--- src/rtl/enemy_run_anim_sequencer.sv ---
// Running-enemy walk-cycle sequencer: vsync-driven frame stepping plus a 2-stage raster-to-palette pipeline.
// Optional build macro MIRROR_EN adds a 'mirror' input that flips the sprite horizontally.
module enemy_run_anim_sequencer #(
  parameter int NUM_FRAMES      = 5,
  parameter int SPR_W           = 24,
  parameter int SPR_H           = 32,
  parameter int TICKS_PER_FRAME = 6,
  parameter int ADDR_W          = 12
) (
  input  logic              Clk,
  input  logic              Reset,
  input  logic              frame_clk,
  input  logic              run_en,
  input  logic [9:0]        enemy_x,
  input  logic [9:0]        enemy_y,
  input  logic [9:0]        DrawX,
  input  logic [9:0]        DrawY,
`ifdef MIRROR_EN
  input  logic              mirror,
`endif
  output logic [ADDR_W-1:0] rom_addr,
  input  logic [2:0]        rom_data,
  output logic [2:0]        pix_index,
  output logic              pix_valid,
  output logic [2:0]        frame_num
);

  localparam int TW = (TICKS_PER_FRAME > 1) ? $clog2(TICKS_PER_FRAME) : 1;

  typedef enum logic [1:0] {IDLE, RUN, DRAIN} state_t;

  state_t          state_q, state_n;
  logic [2:0]      frame_q, frame_n;
  logic [TW-1:0]   tick_q, tick_n;
  logic            fclk_q;
  logic            tick;
  logic            adv;
  logic            count;

  // Frames are laid out back-to-back in ROM, each stored row-major.
  function automatic logic [ADDR_W-1:0] sprite_addr(input logic [2:0] frame,
                                                    input logic [9:0] row,
                                                    input logic [9:0] col);
    return ADDR_W'(32'(frame) * 32'(SPR_W * SPR_H) + 32'(row) * 32'(SPR_W) + 32'(col));
  endfunction

  assign tick = frame_clk & ~fclk_q;
  assign adv  = tick && (tick_q == TW'(TICKS_PER_FRAME - 1));

  always_ff @(posedge Clk) begin
    if (Reset) begin
      state_q <= IDLE;
      frame_q <= '0;
      tick_q  <= '0;
      fclk_q  <= 1'b0;
    end else begin
      state_q <= state_n;
      frame_q <= frame_n;
      tick_q  <= tick_n;
      fclk_q  <= frame_clk;
    end
  end

  always_comb begin
    state_n = state_q;
    frame_n = frame_q;
    tick_n  = tick_q;
    count   = 1'b0;
    unique case (state_q)
      IDLE: begin
        frame_n = '0;
        tick_n  = '0;
        if (run_en) state_n = RUN;
      end
      RUN: begin
        count = 1'b1;
        if (!run_en) state_n = DRAIN;
      end
      DRAIN: begin
        if (run_en) begin
          count   = 1'b1;
          state_n = RUN;
        end else if (adv) begin
          // Stop on the frame boundary and park on frame 0.
          frame_n = '0;
          tick_n  = '0;
          state_n = IDLE;
        end else begin
          count = 1'b1;
        end
      end
      default: state_n = IDLE;
    endcase
    if (count && tick) begin
      if (adv) begin
        tick_n  = '0;
        frame_n = (frame_q == 3'(NUM_FRAMES - 1)) ? 3'd0 : frame_q + 3'd1;
      end else begin
        tick_n = tick_q + TW'(1);
      end
    end
  end

  assign frame_num = frame_q;

  // Stage p0: raster offset relative to sprite origin; left/above wraps large.
  logic [9:0] dx_p0, dy_p0, dx_eff_p0;
  logic       inbox_p0;

  assign dx_p0    = DrawX - enemy_x;
  assign dy_p0    = DrawY - enemy_y;
  assign inbox_p0 = (dx_p0 < 10'(SPR_W)) && (dy_p0 < 10'(SPR_H));

`ifdef MIRROR_EN
  assign dx_eff_p0 = mirror ? (10'(SPR_W - 1) - dx_p0) : dx_p0;
`else
  assign dx_eff_p0 = dx_p0;
`endif

  // Stage p1: registered ROM address; p2: palette index with transparency key 0.
  logic [ADDR_W-1:0] rom_addr_p1;
  logic              vld_p1;
  logic [2:0]        pix_index_p2;
  logic              vld_p2;

  always_ff @(posedge Clk) begin
    if (Reset) begin
      rom_addr_p1  <= '0;
      vld_p1       <= 1'b0;
      pix_index_p2 <= '0;
      vld_p2       <= 1'b0;
    end else begin
      if (inbox_p0) rom_addr_p1 <= sprite_addr(frame_q, dy_p0, dx_eff_p0);
      vld_p1       <= inbox_p0;
      pix_index_p2 <= rom_data;
      vld_p2       <= vld_p1 && (rom_data != 3'd0);
    end
  end

  assign rom_addr  = rom_addr_p1;
  assign pix_index = pix_index_p2;
  assign pix_valid = vld_p2;

endmodule

--- config.mk ---
export PLATFORM = sky130hd
export DESIGN_NAME = enemy_run_anim_sequencer
export DESIGN_NICKNAME = d
export VERILOG_FILES = /design/src/rtl/enemy_run_anim_sequencer.sv
export SDC_FILE = /design/constraint.sdc
export NUM_CORES = 1
export LEC_CHECK = 0
export BUFFER_PORTS_ARGS = -buffer_cell sky130_fd_sc_hd__buf_2
export CAP_MARGIN = 20
export CORE_MARGIN = 2
export CORE_UTILIZATION = 45
export CTS_CLUSTER_DIAMETER = 200
export CTS_CLUSTER_SIZE = 40
export DETAILED_ROUTE_END_ITERATION = 16
export PLACE_DENSITY = 0.69
export SKIP_LAST_GASP = 1
export SLEW_MARGIN = 40
export SYNTH_ARGS = -nofsm -noshare
export SYNTH_HDL_FRONTEND = slang
export SYNTH_SLANG_ARGS = --single-unit
export TNS_END_PERCENT = 10
--- constraint.sdc ---
create_clock -name Clk -period 4.2 [get_ports Clk]
set_input_delay 0.63 -clock Clk [delete_from_list [all_inputs] [get_ports Clk]]
set_output_delay 0.63 -clock Clk [all_outputs]
set_load 0.005 [all_outputs]
# Word level (Yosys, flattened, before mapping)
# Index checks and enable logic that the tools add are counted.
# classes
n_reduce_logical	9
order_cmp	2
n_mul	2
mux	19
addsub	6
eq_ne	9
n_bitwise	2
# op_table
cell	count
$mux W3	9
$sub A10 B10 Y10	2
$add A12 B10 Y12	1
$add A12 B12 Y12	1
$pmux W3 S2	2
$lt A10 B5 Y1 const B	1
$lt A10 B6 Y1 const B	1
$mul A10 B2 Y9 const B	1
$ne A3 B3 Y1 const B	3
$mux W2	4
$add A3 B1 Y3 const B	2
$eq A3 B3 Y1 const B	2
$pmux W2 S3	1
$reduce_and A3 Y1	2
$reduce_bool A3 Y1	2
$logic_and A1 B1 Y1	4
$mul A3 B2 Y4 const B	1
$ne A2 B2 Y1 const B	2
$eq A2 B1 Y1 const B	1
$eq A2 B2 Y1 const B	1
$logic_not A2 Y1	1
$mux W1	2
$pmux W1 S2	1
$and A1 B1 Y1	1
$not A1 Y1	1
# word_totals
out_inout_bits	19
wordCells	57
ff_bits	26
input_bits	47

# Depth between registers and ports, before layout
# depth
depth_word	9
depth_mapped	21
mapped_depth_nobuf	21

# Worst setup path after synthesis
# No wires, ideal clock.
# synth_path
path_kind	input -> register
start	in DrawY[0]
end	reg rom_addr_p1[11] (netlist: rom_addr[11])
path_slack_ns	-0.383
t_required_ns	4.109
t_arrival_ns	4.492
stages	20
setup_time_ns	0.091
path_cell_list	inv_1 > ha_1 > inv_1 > fa_1 > a21o_1 > a21oi_1 > xnor2_1 > ha_1 > a21oi_1 > xor2_1 > xnor2_1 > fa_1 > ha_1 > o21ai_0 > o21bai_1 > a21o_1 > a21oi_1 > xnor2_1 > xnor2_1 > a311oi_1
# synth_between
elab_chain_cells	4
# synth_lines
item	line_no	rtl
start: declaration	17	input logic [9:0] DrawY,
$sub A10 B10 Y10 (*)	111	assign dy_p0 = DrawY - enemy_y;
$mul A10 B2 Y9	44	return ADDR_W'(32'(frame) * 32'(SPR_W * SPR_H) + 32'(row) * 32'(SPR_W) + 32'(col));
$add A12 B12 Y12	44	
$add A12 B10 Y12	44	
end signal: assignment	133	if (inbox_p0) rom_addr_p1 <= sprite_addr(frame_q, dy_p0, dx_eff_p0);
end: declaration	121	logic [ADDR_W-1:0] rom_addr_p1;
# Every way passes the cells marked *; elsewhere a longest branch is shown, timed or not.
# A chain may end at the register's enable or synchronous reset.

# Final worst setup path
# Ends and elaborated chain as after synthesis.

==> reports/metrics.cfg <==
[final_layout]
syn_to_final_growth_pct = 28.2
fillers = 598
layout.nets = 545
antenna_cells = 0
fin_util = 0.591
drive_above_1_share = 0.298

[power_and_ir_drop]
comb_power_share = 0.711
p_seq_frac = 0.163
peakVddDrop_v = 0.000278
p_leak_uw = 0.00177
clkPwrFrac = 0.125
p_int_uw = 999
switching_share = 0.382
switching_power_uw = 619
p_per_area_nw_per_um2 = 433

[logic_synthesis]
syn_area_um2 = 2910
synthDistinctLibCells = 58
syn_inst = 353
ys_top_cells_by_count = ha_1 (47), a21oi_1 (33), inv_1 (33), dfxtp_1 (26), nor2_1 (25)
synth_top_flop_cell = dfxtp_1
synth_top_area_share = 0.202
ys_top_cells_by_area = ha_1 (20%), dfxtp_1 (18%), a21oi_1 (5.7%)
synth-async-reset-ratio = 0
avgSynthCellArea_um2 = 8.24
yosysMostFrequentCell = ha_1
ys.warnings.count = 0
yosysSeqAreaShare = 0.179
synth_seq_cells = 26
yosys.area.top_type = ha_1
synth_edf_count = 0
synth_fp_nets = 454

[setup_path]
slowest_stage = fa_1
critPathLaunchType = primary input
r2r_setup_slack_ns = 1.59
crit_fanout = 3
arrival_ns = 4.41
crit_chain = buf_8 -> inv_12 -> ha_4 -> inv_2 -> fa_2 -> a21o_1 -> a21oi_2 -> xnor2_2 -> ha_1 -> a21oi_2 -> xor2_1 -> xnor2_1 -> fa_1 -> ha_4 -> o21ai_2 -> o21bai_1 -> a21o_1 -> a21oi_2 -> xnor2_1 -> xnor2_1 -> a311oi_1
rr_startpoint = frame_num[0]
path_class = primary input to flip-flop
critPathCaptureType = flip-flop
cp_slowest_stage_delay_ns = 0.60
crit_required_ns = 4.38
crit_buf_inv = 3
critPathTopFamily = adder cells
crit_start = DrawY[0]

[die]
die_h_um = 84.4
dieArea_um2 = 7130
fp.dieW_um = 84.4
initial_core_util = 0.461
core_um2 = 6310
rows = 29
io-pin-count = 66

[sta]
fin_crit_ns = 4.23
max_slew_margin = 0.568
fin_hold_ws_ns = 0.470
final_max_slew_viol_count = 0
setup_tns_ns = -0.0348
post-route-period-util = 1.01
skew_ns = 0.00591
setup_viol = 1
tightest_slew_ns = 0.644
worst_slack_ns = -0.0348
max_clock_freq_ghz = 0.236
hold_viol_final = 0
rsz0062_at_grt = yes

[detailed_routing]
num_vias = 2767
drtAntennaViolNets = 0
post-route-drc-count = 0
dr.pass1.iters = 4
vias_per_cell = 5.32
drtIter0Drc = 58
wl_per_cell_um = 12.0
totalWireLength_mm = 6.22

[global_route]
grt_pass1_vias = 2590
grt_usage = 0.174
grt_pass1_wl_mm = 10.6
grt-ovfl-total = 0
grt_antenna_before_repair = 0
grt_max_degree = 27

[cts]
htreeDepth = 1
max-clock-path-buffers = 2
cts_tree = built
numCtsBuffers = 3
clock_latency_ns = 0.27
cts_sinks = 26
path_clk_slew_ns = 0.09
clockRootBuffer = clkbuf_8

[place]
hpwl_mm = 4.95
place_ws_ns = -0.382
portBuffers = 65
gp_congestion = 0.832

[worst_hold_path]
hp-start = vld_p1
holdCritPathClass = flip-flop to flip-flop

[run_status]
violations = setup timing
outcome = complete, but fails checks

[flow_run]
maxCapViolCount = 0

[worst reg2reg max path, stage by stage, from the launching register on]
cell      delay, ns
dfxtp_1        0.50
ha_1           0.26
fa_1           0.44
ha_1           0.22
xor2_1         0.19
xnor2_1        0.15
xnor3_1        0.25
xnor2_1        0.15
xnor2_1        0.12
a311oi_1       0.25
[flip-flops by register name (all words and copies together) (netlist names)]
name       flops
fclk_q         1
frame_num      3
pix_index      3
pix_valid      1
rom_addr      12
state_q        2
tick_q         3
vld_p1         1
[cells by family after synthesis]
| kind of cell | share of synthesized area |
|---|---|
| xor gates and xnor gates | 0.0860 |
| DFF | 0.179 |
| adders and majority gates | 0.250 |
| buffers and inverters | 0.0649 |
| AOI/OAI and AO/OA | 0.230 |
| and+or+nand+nor | 0.183 |
| muxes | 0.00688 |
[final cells by class]
type	instances	area [um^2]	share of cell area
Tap cell	77	96.3	0.0258
Timing Repair Buffer	97	582	0.156
Inverter	33	136	0.0365
Sequential cell	26	520	0.139
Clock inverter	1	30.0	0.00805
Multi-Input combinational cell	283	2330	0.623
Clock buffer	3	41.3	0.0111
[power groups by stage]
stage	Combinational [uW]	Clock, uW	Sequential, uW
after floorplan	775	0	268
after global placement	1050	0	269
after global routing	1300	219	266
after detailed placement	1070	0	270
final	1150	202	264
after CTS	1090	210	264
[path summary, 6_finish.rpt]
kind             endpoint  depth (start not counted)
max          rom_addr[11]                         21
max reg2reg  rom_addr[11]                          9
min reg2reg     pix_valid                          1
min             pix_valid                          1
[through the flow]
stage | cell area, um^2 | std cells | power, uW
2_1_floorplan | 2970 | 353 | 1040
3_3_place_gp | 3540 | 512 | 1320
3_5_place_dp | 3540 | 512 | 1340
4_1_cts | 3640 | 517 | 1570
5_1_grt | 3730 | 520 | 1780
6_report | 3730 | 520 | 1620
[cells in the final DEF, fill, tap and decap left out, drive strengths merged, types with 2 or more instances in the layout]
master	netlist	layout
o31ai	3	3
a21oi	33	33
a21o	9	9
xor2	10	10
xnor2	16	16
a2111oi	2	2
buf	5	97
o21ai	25	25
nor2b	7	7
clkbuf	5	3
or2	2	2
fa	7	7
nor3b	6	6
a211o	3	3
nand2b	5	5
o31a	2	2
nor4	4	4
o221ai	2	2
ha	47	47
nor3	14	14
a211oi	2	2
nor2	25	25
o21a	4	4
nand3	9	9
o211ai	3	3
inv	33	33
a31oi	4	4
dfxtp	26	26
nand2	8	8
or2b	2	2
or3	5	5
nand3b	3	3
mux2i	2	2
[metal layers]
layer  routed length, um  GRT usage  vias to the layer above
met4                  37     0.0274                        0
met5                   0          0                        -
met3                 316     0.0246                        4
li1                    -          -                     1446
met1                2910      0.224                     1258
met2                2950      0.315                       59
[repair_timing]
item / 4_1_cts / 5_1_grt
setup buffers: 1 / 3
cloned: 0 / 0
pin swaps: 4 / 24
gates resized for setup: 5 / 14
endpoints found under the setup margin: 2 / 3
hold buffers: 0 / 0
(Power assumes the default switching activity.)
